## src/rtl/pattern_gen_multi.sv

```systemverilog
// pattern_gen_multi: multi-mode RGB565 test-pattern frame source; optional CRC-16 of each frame when PG_CRC_EN is defined
module pattern_gen_multi #(
    parameter int H_ACTIVE   = 320,
    parameter int V_ACTIVE   = 240,
    parameter int COL_BITS   = 9,
    parameter int LINE_BITS  = 8,
    parameter int CHECK_LOG2 = 4,
    parameter int BOX_SIZE   = 32
) (
    input  logic                 clk,
    input  logic                 reset_n,
    input  logic [1:0]           mode,
    input  logic                 frameReady,
    input  logic                 takingPixel,
    output logic                 validPixel,
    output logic                 newFrame,
    output logic [COL_BITS-1:0]  colAddr,
    output logic [LINE_BITS-1:0] lineAddr,
    output logic [15:0]          RGB,
    output logic [15:0]          crc,
    output logic                 crcValid
);
    localparam int BAR_W = H_ACTIVE / 8;
    localparam logic [COL_BITS-1:0]  COL_LAST  = COL_BITS'(H_ACTIVE - 1);
    localparam logic [LINE_BITS-1:0] LINE_LAST = LINE_BITS'(V_ACTIVE - 1);
    localparam logic [COL_BITS-1:0]  BAR_LAST  = COL_BITS'(BAR_W - 1);
    localparam logic [COL_BITS-1:0]  BX_MAX    = COL_BITS'(H_ACTIVE - BOX_SIZE);
    localparam logic [LINE_BITS-1:0] BY_MAX    = LINE_BITS'(V_ACTIVE - BOX_SIZE);
    localparam logic [15:0] BAR_RGB [8] = '{16'hFFFF, 16'hFFE0, 16'h07FF, 16'h07E0,
                                            16'hF81F, 16'hF800, 16'h001F, 16'h0000};

    typedef enum logic {WAIT_READY, STREAM} state_t;

    state_t               state;
    logic [1:0]           mode_q;
    logic [15:0]          frame_cnt;
    logic [COL_BITS-1:0]  bx, bar_cnt;
    logic [LINE_BITS-1:0] by;
    logic                 dx, dy;
    logic [2:0]           bar_idx;

    logic                 load, xfer, col_end, frame_end, bar_adv, chk, in_box;
    logic [1:0]           n_mode;
    logic [COL_BITS-1:0]  n_col, n_bar_cnt, n_bx;
    logic [LINE_BITS-1:0] n_line, n_by;
    logic [2:0]           n_bar_idx;
    logic [15:0]          n_rgb;

    // Next raster position and its colour; the same path serves frame start and every transfer
    always_comb begin
        load      = state == WAIT_READY && frameReady;
        xfer      = state == STREAM && validPixel && takingPixel;
        col_end   = colAddr == COL_LAST;
        frame_end = xfer && col_end && lineAddr == LINE_LAST;
        bar_adv   = bar_cnt == BAR_LAST && bar_idx != 3'd7;
        n_mode    = load ? mode : mode_q;
        n_col     = load || col_end ? '0 : colAddr + 1'b1;
        n_line    = load ? '0 : col_end ? lineAddr + 1'b1 : lineAddr;
        n_bar_idx = load || col_end ? '0 : bar_adv ? bar_idx + 3'd1 : bar_idx;
        n_bar_cnt = load || col_end || bar_adv ? '0 : bar_cnt + 1'b1;
        chk       = 1'(n_col >> CHECK_LOG2) ^ 1'(n_line >> CHECK_LOG2);
        in_box    = n_col >= bx && 32'(n_col) < 32'(bx) + BOX_SIZE &&
                    n_line >= by && 32'(n_line) < 32'(by) + BOX_SIZE;
        n_rgb     = n_mode == 2'd0 ? BAR_RGB[n_bar_idx] :
                    n_mode == 2'd1 ? (chk ? 16'hFFFF : 16'h0000) :
                    n_mode == 2'd2 ? {5'(n_col >> (COL_BITS - 5)), 6'(n_line >> (LINE_BITS - 6)), frame_cnt[4:0]} :
                    in_box ? 16'hFFFF : 16'h001F;
        n_bx      = dx ? bx + 1'b1 : bx - 1'b1;
        n_by      = dy ? by + 1'b1 : by - 1'b1;
    end

    // Frame sequencer: start on frameReady, advance per transfer, animate at frame end
    always_ff @(posedge clk or negedge reset_n) begin
        if (!reset_n) begin
            state      <= WAIT_READY;
            validPixel <= 1'b0;
            newFrame   <= 1'b0;
            colAddr    <= '0;
            lineAddr   <= '0;
            RGB        <= '0;
            mode_q     <= '0;
            frame_cnt  <= '0;
            bar_idx    <= '0;
            bar_cnt    <= '0;
            bx         <= '0;
            by         <= '0;
            dx         <= 1'b1;
            dy         <= 1'b1;
        end else if (load || (xfer && !frame_end)) begin
            state      <= STREAM;
            validPixel <= 1'b1;
            newFrame   <= load;
            mode_q     <= n_mode;
            colAddr    <= n_col;
            lineAddr   <= n_line;
            RGB        <= n_rgb;
            bar_idx    <= n_bar_idx;
            bar_cnt    <= n_bar_cnt;
        end else if (frame_end) begin
            state      <= WAIT_READY;
            validPixel <= 1'b0;
            newFrame   <= 1'b0;
            frame_cnt  <= frame_cnt + 16'd1;
            bx         <= n_bx;
            by         <= n_by;
            dx         <= n_bx == BX_MAX || n_bx == '0 ? ~dx : dx;
            dy         <= n_by == BY_MAX || n_by == '0 ? ~dy : dy;
        end
    end

`ifdef PG_CRC_EN
    function automatic logic [15:0] crc_word(input logic [15:0] c, input logic [15:0] d);
        logic [15:0] r;
        r = c;
        for (int i = 15; i >= 0; i--)
            r = {r[14:0], 1'b0} ^ ((r[15] ^ d[i]) ? 16'h1021 : 16'h0000);
        return r;
    endfunction

    logic [15:0] crc_acc, crc_nxt;

    assign crc_nxt = crc_word(crc_acc, RGB);

    // Running CRC over transferred pixels, published as the last pixel is taken
    always_ff @(posedge clk or negedge reset_n) begin
        if (!reset_n) begin
            crc_acc  <= 16'hFFFF;
            crc      <= '0;
            crcValid <= 1'b0;
        end else begin
            crcValid <= frame_end;
            if (load)
                crc_acc <= 16'hFFFF;
            else if (xfer)
                crc_acc <= crc_nxt;
            if (frame_end)
                crc <= crc_nxt;
        end
    end
`else
    assign crc      = '0;
    assign crcValid = 1'b0;
`endif
endmodule
```

## config.mk

```make
export PLATFORM = sky130hd
export DESIGN_NAME = pattern_gen_multi
export DESIGN_NICKNAME = d
export VERILOG_FILES = /design/src/rtl/pattern_gen_multi.sv
export SDC_FILE = /design/constraint.sdc
export NUM_CORES = 1
export LEC_CHECK = 0
export CORE_ASPECT_RATIO = 0.6
export CORE_MARGIN = 10
export CORE_UTILIZATION = 52
export CTS_CLUSTER_SIZE = 10
export DETAILED_ROUTE_END_ITERATION = 10
export GPL_ROUTABILITY_DRIVEN = 1
export PLACE_DENSITY = 0.78
export SETUP_SLACK_MARGIN = 0.3
export SYNTH_ARGS = -nofsm -noshare
export SYNTH_HDL_FRONTEND = slang
export SYNTH_SLANG_ARGS = --single-unit
```

## constraint.sdc

```tcl
create_clock -name clk -period 3.6 [get_ports clk]
set_clock_uncertainty 0.15 [all_clocks]
set_input_delay 0.72 -clock clk [delete_from_list [all_inputs] [get_ports clk]]
set_output_delay 0.72 -clock clk [all_outputs]
set_load 0.05 [all_outputs]
```

==> impl_results.md <==
* F_max at between 200 and 300 MHz
* Synth Flop Type: dfrtp_1
* Via density at slightly below 6
* Non-Filler Instances at 787
* Post-DRT Antenna Nets at 0
* Placement Setup Slack at -0.293 ns
* Worst endpoint data arrival time at 3.50 ns
* Commonest cells after routing, fill and taps aside: 61 x nand2_1, 59 x dfrtp_1, 51 x nor2_1
* Starting density of the core at 0.529
* Top-area cell type share of the netlist area at 0.344
* Post-Route WL at between 15 and 20 mm
* First-pass GRT wire length at around 23 mm
* Reg-to-Reg End: RGB[7]
* Root buf cell: clkbuf_16
* CTS tree: yes
* Switching share of power at 0.431
* DR WL/cell at 19.2 um
* RSZ-0062 raised after global routing: yes
* Final Worst Setup Slack at 0.166 ns
* Fin crit share at 0.954
* Register Area at 1840 um2
* Reg2reg start: colAddr[7]
* P_sw at 0.00177 W
* Leak at slightly below 3 nW
* Die width at 149 um
* Die ar. at 14,500 um2
* Number of synthesized flops with an enable pin at 0
* Pwr/cell area at ~620 nW/um2
* CTS Hold Bufs at 0
* Hold Fails Final Rpt at 0
* Area Overhead vs Synth at 27.2%
* Initial antenna violation count at 0
* Worst EP required at 3.67 ns
* Commonest non-fill, non-tap cell in the layout: nand2_1
* Max IR drop VDD at 535 uV
* Iter 0 DRT Violations at approximately 450
* Via count of the routed design at 4,669
* Flop2flop setup slack at 0.17 ns
* DRT Pass-1 Iters at 6
* Sink Count at 73
* Max-Cap Viols at 0
* Vias in the first global route at 4,487
* Total CTS buffers at 9
* Minimum clock period at between 3 and 4 ns
* Mapped cell area at 5170 um2
* DRC Markers at 0
* Largest area contributor in the netlist: dfrtp_1
* Worst skew pair latency at 0.34 ns
* Yosys reg bits at 73
* Sequential fraction of the synthesis area at 0.354
* Max-slew violation count at 0
* Core Area at around 10000 um2
* GR Util All Layers at 0.198
* GRT Residual Overflow at 0
* Largest net degree at the start of global routing at 32
* Run status: finished, final reports clean
* Clock-pin slew on the worst setup and hold paths at 0.06 ns
* IO Count at 58
* RePlAce Congestion at 0.929
* H-tree Lvls at 3
* Least-Margin Pin Slew at 0.896 ns
* Final setup viols at 0
* Ys async rst share at 1.00
* Clk network pwr share at 0.236
* Layout Nets at around 700
* FILL cells at between 700 and 800
* Row cnt at 28
* Hold Crit Class: primary input to asynchronous set/reset pin
* Area occupied by multi-input gates at roughly 3400 um2
* Synth warn at 0
* Synth area leaders: dfrtp_1 34%, ha_1 11%, xnor2_1 4.9%
* Sequential share of power at 0.296
* Slew HR at 0.401
* Inst Count DP at 751
* Number of library cell types mapped by synthesis at 62
* Port-buffer cells at 40
* Cell Int Power at 0.00234 W
* Synth Instances at 568
* Worst r2r path cells at 14
* Die Y at 97.2 um
* CTS Buffer Depth at 2
* Final HPWL DP at 10.9 mm
* CP startpoint kind: register
* Syn_area_per_cell at between 9 and 10 um2
* Critical path class: register to register
* Share of layout cells above drive strength 1 at 0.209
* ANT cells at 0
* Crit Path Max Fanout at 6
* Critical Path End Type: register
* Combinational share of power at 0.468
## registers in the layout, indices dropped and copies added, names as in the netlist
name	count
newFrame	1
state	1
dx	1
bar_cnt	9
frame_cnt	5
dy	1
colAddr	9
by	8
bar_idx	3
bx	9
lineAddr	8
mode_q	2
RGB	16
## cell usage after synthesis (all sizes together), types with 2 or more instances
master	number
buf	20
dfstp	2
or4	3
mux2i	3
nor4b	3
a31oi	6
or2	2
nor3	7
o31ai	4
inv	23
ha	47
and3	6
dfrtp	71
nand3	20
a211oi	10
or3	4
o211a	2
o22a	6
a32oi	2
a21o	6
o32ai	2
clkbuf	17
nor2	57
nand2b	7
a21oi	22
o21ai	33
mux2	14
xnor2	29
a21boi	2
nor2b	5
and4	3
nand2	61
or3b	2
nand4	13
xor2	17
o21a	5
a211o	2
a2111oi	3
and2	2
nand4b	2
fa	2
a22o	2
nor4	5
## timing repair
| item | in CTS | in global routing |
|---|---|---|
| setup buffers | 10 | 10 |
| resized for setup | 16 | 30 |
| pin swaps | 15 | 22 |
| setup endpoints to repair | 11 | 12 |
## layer usage
layer | vias up | track usage | share of wire
li1 | 2149 | - | -
met1 | 2258 | 0.270 | 0.45
met2 | 227 | 0.293 | 0.43
met3 | 35 | 0.0665 | 0.095
met4 | 0 | 0.0508 | 0.020
met5 | - | 0 | 0
## power groups by stage
stage	registers [W]	clock network, W	logic, W
2_1_floorplan	0.00165	0	0.000688
3_3_place_gp	0.00119	0	0.00168
3_5_place_dp	0.00121	0	0.00171
4_1_cts	0.00120	0.000982	0.00176
5_1_grt	0.00123	0.00101	0.00203
6_report	0.00122	0.000970	0.00192
## worst max-delay path, cell delays in order (launching register included)
cell and delay, ns:
dfrtp_2 0.40, nand4b_1 0.25, buf_6 0.19, buf_6 0.11
nor3_4 0.13, nand4_1 0.17, xor2_2 0.21, nor2_4 0.18
ha_4 0.23, o21ba_4 0.22, o2111a_1 0.22, o41ai_2 0.10
and4_4 0.17, a311o_2 0.38, o22a_1 0.19
## area by class of cell
type                       instances  area share
timing repair buffer              89       0.121
clock buffer                      11      0.0369
inverter                          23      0.0131
sequential                        73       0.281
clock inverter                     5      0.0120
multi-input combinational        451       0.511
tap                              135      0.0257
## worst max-delay path by stage
| stage | from | end | slack (ns) |
|---|---|---|---|
| 2_1_floorplan | colAddr[4] | RGB[6] | 0.17 |
| 3_3_place_gp | frameReady | RGB[8] | -0.03 |
| 3_5_place_dp | frameReady | RGB[9] | -0.29 |
| 4_1_cts | colAddr[7] | RGB[9] | 0.13 |
| 5_1_grt | colAddr[7] | RGB[8] | 0.05 |
| 6_report | colAddr[7] | RGB[7] | 0.17 |
## through the flow
step	power [W]	setup TNS, ns	utilization	hold slack [ns]	area, um2
6_report	0.00411	0	0.673	0.290	6570
5_1_grt	0.00428	0	0.673	0.324	6570
4_1_cts	0.00394	0	0.648	0.303	6340
3_5_place_dp	0.00292	-2.77	0.600	0.312	5860
3_3_place_gp	0.00287	-0.132	0.600	0.310	5860
2_1_floorplan	0.00234	0	-	0.274	5290
## logic make-up after synthesis
kind of cell    Yosys count  share of synthesized area
buf+inv                  60                     0.0567
xor+xnor                 47                     0.0823
other cells               1                   0.000726
mux                      17                     0.0363
compound gates          117                      0.153
fa+ha+maj                49                      0.122
simple gates            204                      0.195
flops                    73                      0.354
Power figures use the tool's default switching activity.
